**src/rtl/multicycle_ctrl.sv**
```systemverilog
// Multicycle CPU control FSM with bounded memory-wait timeout.
// Optional BNE decode is enabled by defining MULTICYCLE_CTRL_BNE_EN.
module multicycle_ctrl #(
  parameter int OPW   = 6,
  parameter int TMO_W = 4
) (
  input  logic           clk,
  input  logic           reset,
  input  logic [OPW-1:0] opcode,
  input  logic           mem_ready,
  output logic           pcwrite,
  output logic           irwrite,
  output logic           regwrite,
  output logic           memwrite,
  output logic           iord,
  output logic           alusrca,
  output logic           regdst,
  output logic           memtoreg,
  output logic           branch,
  output logic           branch_ne,
  output logic [1:0]     alusrcb,
  output logic [1:0]     pcsrc,
  output logic [1:0]     aluop,
  output logic           illegal,
  output logic           bus_err,
  output logic [3:0]     state_o
);

  typedef enum logic [3:0] {
    FETCH   = 4'd0,
    DECODE  = 4'd1,
    MEMADR  = 4'd2,
    MEMRD   = 4'd3,
    MEMWB   = 4'd4,
    MEMWR   = 4'd5,
    RTYPEEX = 4'd6,
    ALUWB   = 4'd7,
    BEQEX   = 4'd8,
    ADDIEX  = 4'd9,
    ADDIWB  = 4'd10,
    JEX     = 4'd11,
    ERR     = 4'd12
  } state_t;

  localparam logic [OPW-1:0] OP_RTYPE = OPW'(6'b000000);
  localparam logic [OPW-1:0] OP_LW    = OPW'(6'b100011);
  localparam logic [OPW-1:0] OP_SW    = OPW'(6'b101011);
  localparam logic [OPW-1:0] OP_BEQ   = OPW'(6'b000100);
  localparam logic [OPW-1:0] OP_ADDI  = OPW'(6'b001000);
  localparam logic [OPW-1:0] OP_J     = OPW'(6'b000010);
`ifdef MULTICYCLE_CTRL_BNE_EN
  localparam logic [OPW-1:0] OP_BNE   = OPW'(6'b000101);
`endif
  localparam logic [TMO_W-1:0] CNT_TERM = {TMO_W{1'b1}};

  state_t           state_q, state_d;
  logic [TMO_W-1:0] cnt_q;
  logic [TMO_W-1:0] cnt_inc;
  logic             tmo_hit;
  logic             waiting;
  logic             illegal_q;
  logic             bne_q;

  // The wait that would push the counter to all-ones is the last one tolerated.
  assign cnt_inc = cnt_q + TMO_W'(1);
  assign tmo_hit = (cnt_inc == CNT_TERM);
  assign waiting = (state_q == FETCH) || (state_q == MEMRD) || (state_q == MEMWR);

  // NOTE: sequential state uses non-blocking assignments so every register
  // samples pre-edge values regardless of block ordering.
  always_ff @(posedge clk or posedge reset) begin
    if (reset) begin
      state_q   <= FETCH;
      cnt_q     <= '0;
      illegal_q <= 1'b0;
    end else begin
      state_q   <= state_d;
      cnt_q     <= (state_d == state_q) ? cnt_inc : '0;
      illegal_q <= (state_q == DECODE) && (state_d == ERR);
    end
  end

`ifdef MULTICYCLE_CTRL_BNE_EN
  always_ff @(posedge clk or posedge reset) begin
    if (reset)                   bne_q <= 1'b0;
    else if (state_q == DECODE)  bne_q <= (opcode == OP_BNE);
  end
`else
  assign bne_q = 1'b0;
`endif

  // NOTE: every combinational output gets a default first so no path can
  // leave a signal unassigned and infer a latch.
  always_comb begin
    state_d = state_q;
    unique case (state_q)
      FETCH: begin
        if (mem_ready)    state_d = DECODE;
        else if (tmo_hit) state_d = ERR;
      end
      DECODE: begin
        case (opcode)
          OP_RTYPE:      state_d = RTYPEEX;
          OP_LW, OP_SW:  state_d = MEMADR;
          OP_BEQ:        state_d = BEQEX;
`ifdef MULTICYCLE_CTRL_BNE_EN
          OP_BNE:        state_d = BEQEX;
`endif
          OP_ADDI:       state_d = ADDIEX;
          OP_J:          state_d = JEX;
          default:       state_d = ERR;
        endcase
      end
      MEMADR: begin
        if (opcode == OP_LW)      state_d = MEMRD;
        else if (opcode == OP_SW) state_d = MEMWR;
        else                      state_d = FETCH;
      end
      MEMRD: begin
        if (mem_ready)    state_d = MEMWB;
        else if (tmo_hit) state_d = ERR;
      end
      MEMWR: begin
        if (mem_ready)    state_d = FETCH;
        else if (tmo_hit) state_d = ERR;
      end
      RTYPEEX: state_d = ALUWB;
      ADDIEX:  state_d = ADDIWB;
      MEMWB, ALUWB, BEQEX, ADDIWB, JEX, ERR: state_d = FETCH;
      default: state_d = FETCH;
    endcase
  end

  always_comb begin
    pcwrite   = 1'b0;
    irwrite   = 1'b0;
    regwrite  = 1'b0;
    memwrite  = 1'b0;
    iord      = 1'b0;
    alusrca   = 1'b0;
    regdst    = 1'b0;
    memtoreg  = 1'b0;
    branch    = 1'b0;
    branch_ne = 1'b0;
    alusrcb   = 2'b00;
    pcsrc     = 2'b00;
    aluop     = 2'b00;
    unique case (state_q)
      FETCH: begin
        alusrcb = 2'b01;
        irwrite = mem_ready & ~reset;
        pcwrite = mem_ready & ~reset;
      end
      DECODE:  alusrcb = 2'b11;
      MEMADR: begin
        alusrca = 1'b1;
        alusrcb = 2'b10;
      end
      MEMRD:   iord = 1'b1;
      MEMWB: begin
        memtoreg = 1'b1;
        regwrite = 1'b1;
      end
      MEMWR: begin
        iord     = 1'b1;
        memwrite = 1'b1;
      end
      RTYPEEX: begin
        alusrca = 1'b1;
        aluop   = 2'b10;
      end
      ALUWB: begin
        regdst   = 1'b1;
        regwrite = 1'b1;
      end
      BEQEX: begin
        alusrca   = 1'b1;
        aluop     = 2'b01;
        pcsrc     = 2'b01;
        branch    = ~bne_q;
        branch_ne = bne_q;
      end
      ADDIEX: begin
        alusrca = 1'b1;
        alusrcb = 2'b10;
      end
      ADDIWB:  regwrite = 1'b1;
      JEX: begin
        pcsrc   = 2'b10;
        pcwrite = 1'b1;
      end
      default: ;
    endcase
  end

  assign illegal = illegal_q;
  assign bus_err = waiting & ~mem_ready & tmo_hit & ~reset;
  assign state_o = state_q;

endmodule

```
**config.mk**
```make
export PLATFORM = sky130hd
export DESIGN_NAME = multicycle_ctrl
export DESIGN_NICKNAME = d
export VERILOG_FILES = /design/src/rtl/multicycle_ctrl.sv
export SDC_FILE = /design/constraint.sdc
export NUM_CORES = 1
export LEC_CHECK = 0
export BUFFER_PORTS_ARGS = -buffer_cell sky130_fd_sc_hd__buf_2
export CAP_MARGIN = 20
export CORE_UTILIZATION = 43
export DETAILED_ROUTE_END_ITERATION = 6
export PLACE_DENSITY_LB_ADDON = 0.08
export SLEW_MARGIN = 20
export SYNTH_ARGS = -nofsm -noshare
export SYNTH_HDL_FRONTEND = slang
export SYNTH_SLANG_ARGS = --single-unit
```
**constraint.sdc**
```tcl
create_clock -name clk -period 1.5 [get_ports clk]
set_input_delay 0.075 -clock clk [delete_from_list [all_inputs] [get_ports clk]]
set_output_delay 0.075 -clock clk [all_outputs]
set_load 0.01 [all_outputs]
```
# Word level (Yosys, flattened, before mapping)

Index checks and enable logic that the tools add are counted.

Add/sub/neg operators: 1
Eq/ne operators: 19
Mux-type cells: 21
Bitwise operators: 6
Reduce and logical (&&, ||, !) cells: 10

Operator list:

| kind                                           | count |
|---|---|
| one-hot mux 4 bit (7 select lines)             | 1 |
| == test 4 bit (second input constant)          | 6 |
| two-way mux 4 bit                              | 5 |
| one-hot mux 4 bit (5 select lines)             | 1 |
| == test 4 x 3 -> 1 bit (second input constant) | 4 |
| == test 6 bit (second input constant)          | 2 |
| == test 4 x 2 -> 1 bit (second input constant) | 2 |
| two-way mux 1 bit                              | 8 |
| one-hot mux 2 bit (2 select lines)             | 2 |
| == test 6 x 2 -> 1 bit (second input constant) | 1 |
| == test 6 x 3 -> 1 bit (second input constant) | 1 |
| == test 6 x 4 -> 1 bit (second input constant) | 1 |
| logical NOT 6 bit                              | 1 |
| two-way mux 3 bit                              | 2 |
| one-hot mux 2 bit (3 select lines)             | 1 |
| OR reduction 2 bit                             | 3 |
| adder 4 x 1 -> 4 bit (second input constant)   | 1 |
| bitwise AND 1 bit                              | 4 |
| == test 4 x 1 -> 1 bit (second input constant) | 1 |
| == test 4 bit                                  | 1 |
| logical NOT 4 bit                              | 1 |
| OR reduction 4 bit                             | 1 |
| OR reduction 3 bit                             | 1 |
| logical OR 1 bit                               | 2 |
| 3 further kinds                                | 4 |

Flip-flop bits (word level): 9
Input bits: 9
Output and inout port bits: 22
Logic and storage cells: 60

# Longest topological paths before layout

Depth in word-level cells: 7
Depth in mapped cells: 6
Depth with buffers taken out: 6

# Worst setup path before layout

OpenSTA, ideal clock, no wires.

Path kind: flip-flop to flip-flop
From: register state_q[1], in the netlist state_o[1]
To: register state_q[0], in the netlist state_o[0]
Setup time: 0.081 ns
Arrival: 1.394 ns
Required time: 1.419 ns
Slack: 0.025 ns
Stages on the path, launching flop included: 6
Buffers on the path: 0
Clock period less this slack: 1.475 ns
Cell sequence: dfrtp_1 > or2_1 > mux2_4 > nor3_4 > nand3_2 > a31oi_2

Longest elaborated chain between the ends: 2
Elaborated cells on any way between the ends: 8
Classes of those cells: 6 x eq/ne; 1 x mux; 1 x reduce/logical

Ends and longest elaborated chain:

| element                                     | RTL line | text |
|---|---|---|
| start, declared                             | 56       | `state_t state_q, state_d;` |
| start signal, assigned                      | 77       | `state_q <= state_d;` |
| == test 4 bit, or another cell as far along | 96       | `unique case (state_q)` |
| one-hot mux 4 bit (7 select lines) (*)      | 96       |  |
| via state_d[0]                              | 56       |  |

The timed path passes the listed nets; every way through them passes the cells marked *.

# Final worst setup path

From: register cnt_q[0]
To: output bus_err

Longest elaborated chain between the ends: 4

Ends and longest elaborated chain:

| element                        | RTL line | text |
|---|---|---|
| start, declared                | 57       | `logic [TMO_W-1:0] cnt_q;` |
| start signal, assigned         | 78       | `cnt_q <= (state_d == state_q) ? cnt_inc : '0;` |
| adder 4 x 1 -> 4 bit           | 65       | `assign cnt_inc = cnt_q + TMO_W'(1);` |
| == test 4 bit                  | 66       | `assign tmo_hit = (cnt_inc == CNT_TERM);` |
| bitwise AND 1 bit (2 in a row) | 197      | `assign bus_err = waiting & ~mem_ready & tmo_hit & ~reset;` |
| end, declared                  | 25       | `output logic bus_err,` |

No other way between the ends.

==> reports/qor.txt <==
Row Count - 15
Post-route cell area - 1400 um^2
Clock slew seen by the registers of the worst setup and hold paths - 0.06 ns
Antenna violations before repair - 0
Peak supply drop - 1.10 mV
Total track usage - 27.5%
Outcome - finished with violations
Cell Area, Synth - 833 um^2
Post-Syn Nets - 116
Synth Area in Adders - 3.00%
Drt wl/cell - 16.3 um
Detailed Route Iter0 Violations - 22
Placement Cell Area - 1050 um^2
CP Data Required Time - 1.42 ns
Global route total overflow - 0
Skew-Pair Late Insertion Delay - 0.26 ns
Simple-Gate Fraction of Synth Area - 36.6%
Crit path cell chain - ha_1, inv_1, o2111ai_2, nand2_2, nand2_2, nor2_1, buf_2
Primary FF master, synth - dfrtp_1
Pre-CTS WS - -0.0346 ns
CP Capture Type - output port
Initial core utilization - 47.2%
Finished Layout Cells - 182
Syn Inst Count - 105
Fillers - 118
Routed vias - 1016
Antenna cells - 0
Number of remaining DRC errors - 0
Leakage - 0.662 nW
Avg Cell Area, Syn - 7.94 um^2
Max-slew violations - 0
Vias in the first global route - 913
TritonCTS clock tree - built
Util after Layout - 79.4%
Syn-to-layout area delta - 68.0%
Hold Slack - 0.163 ns
Pwr per Cell Area - 1940 nW/um^2
Final worst path period share - 119%
Combinational family with the most area after synthesis - simple AND/OR/NAND/NOR gates
Crit-path max FO - 6
Fraction of synthesized cell area in xor and xnor cells - 4.20%
Die span in y - 46.0 um
Largest net degree at the start of global routing - 10
Dpl cells - 165
# setup viols final - 13
Synth Area in Compound Gates - 17.0%
Final min period - 1.79 ns
Overall power - 2.71 mW
First-pass GRT wire length - 4080 um
Vias per cell - 5.58
DR pass1 iterations - 4
Yosys warning count - 0
Clk sink count - 9
Max Freq - 0.559 GHz
CP startpoint kind - flip-flop
#FFs+latches synth - 9
Die width - 46.0 um
Max H-tree Level - 1
Slowest CP cell - dfrtp_1
Hold/Removal Path Class - input port to flip-flop
CTS Buffer Depth - 2
Nets - 169
Sequential-to-total area share from yosys stat - 27.0%
PortBufs - 29
Detailed-placement wirelength estimate - 1770 um
CTS root buffer - clkbuf_4
Max_cap viols - 0
Fraction of layout cells with a size suffix above 1 - 59.9%
Synth cell types - 40
Post-synth EDFFs - 0
Final wirelength - 2970 um
Total negative slack - -2.17 ns
Register area - 226 um^2
Clock Skews - 0.00292 ns
Most common cell after layout, fill and taps aside - buf_2
RSZ-0062 raised after global routing - yes
Arr. time, crit path - 1.71 ns
Gpl congestion - 0.857
Commonest cells after routing, fill and taps aside - buf_2, nor2_1, buf_4, buf_6, dfrtp_1
I/O pin cnt - 31
Failing checks - negative setup slack
Multi-input gate area - 706 um^2
Final WS setup - -0.290 ns
Multiplexer area fraction after synthesis - 3.15%
WS Path Type - flip-flop to output port
Core area - 1760 um^2
TritonCTS Buffers - 3
Slowest stage delay, CP - 0.44 ns
Die area - 2120 um^2
Post-DRT Antenna Nets - 0
Endpoints failing hold - 0
Top cell by count, worst path - nand2_2
Ys async rst share - 100%
==> registers in the layout (all words and copies together), names as in the netlist <==
signal and cells:
cnt_q 4, state_o 4, illegal 1
==> cells by family (layout without fill, tap and decap cells) <==
kind of cell,after synthesis,count (layout)
xor+xnor,4,4
other cells,1,1
flops,9,9
simple gates,58,58
mux,2,2
buf+inv,11,63
fa+ha+maj,2,2
compound gates,18,18
==> worst paths after layout <==
path | start | to | cells past startpoint | slack (ns)
min in group asynchronous | reset | state_o[1] | 3 | 0.36
max | cnt_q[0] | bus_err | 7 | -0.29
min | opcode[4] | state_o[3] | 3 | 0.16
max in group asynchronous | reset | state_o[0] | 3 | 0.85
min reg2reg | cnt_q[0] | cnt_q[0] | 1 | 0.54
max reg2reg | state_o[2] | state_o[0] | 7 | -0.24
==> what timing repair did <==
item	CTS	global route
endpoints found under the setup margin	10	22
hold buffers	1	0
setup buffers	11	5
endpoints found under the hold margin	9	0
pin swaps	8	9
gates resized for setup	18	37
==> cell usage after synthesis (all sizes together) (3+ instances only) <==
master,n,area [um^2]
nor2,21,78.8
dfrtp,9,225
nand2,9,33.8
nor3,7,46.3
buf,6,42.5
nand2b,5,31.3
a31oi,4,31.3
inv,4,15.0
nand3,4,25.0
nor4,3,18.8
o21ai,3,15.0
xnor2,3,26.3
==> power by group <==
part	leakage (nW)	switching (mW)	internal (mW)
Sequential	0.119	0.102	0.323
Combinational	0.528	1.07	1.03
Clock	0.0150	0.0842	0.102
==> cell type report <==
type	instances	share of cell area, %
well taps	25	2.23
repair buffers	55	27.9
flip-flops and latches	9	16.2
clock buffers	4	1.88
inverters	4	1.43
multi-input cells	85	50.4
==> worst max-delay path: cells and delay by family (launching register included) <==
kind | cells | cell delay [ns]
DFF | 1 | 0.44
and+or+nand+nor | 3 | 0.36
adders and majority gates | 1 | 0.28
buffers and inverters | 2 | 0.22
AOI/OAI and AO/OA | 1 | 0.14
==> routing by layer <==
metal	track usage, %	wire length (um)	vias to the layer above
li1	-	-	476
met1	33.5	1170	489
met2	45.4	1530	41
met3	8.33	192	10
met4	9.41	82	0
met5	0	0	-
No activity file was read; power rests on OpenSTA's default activity.
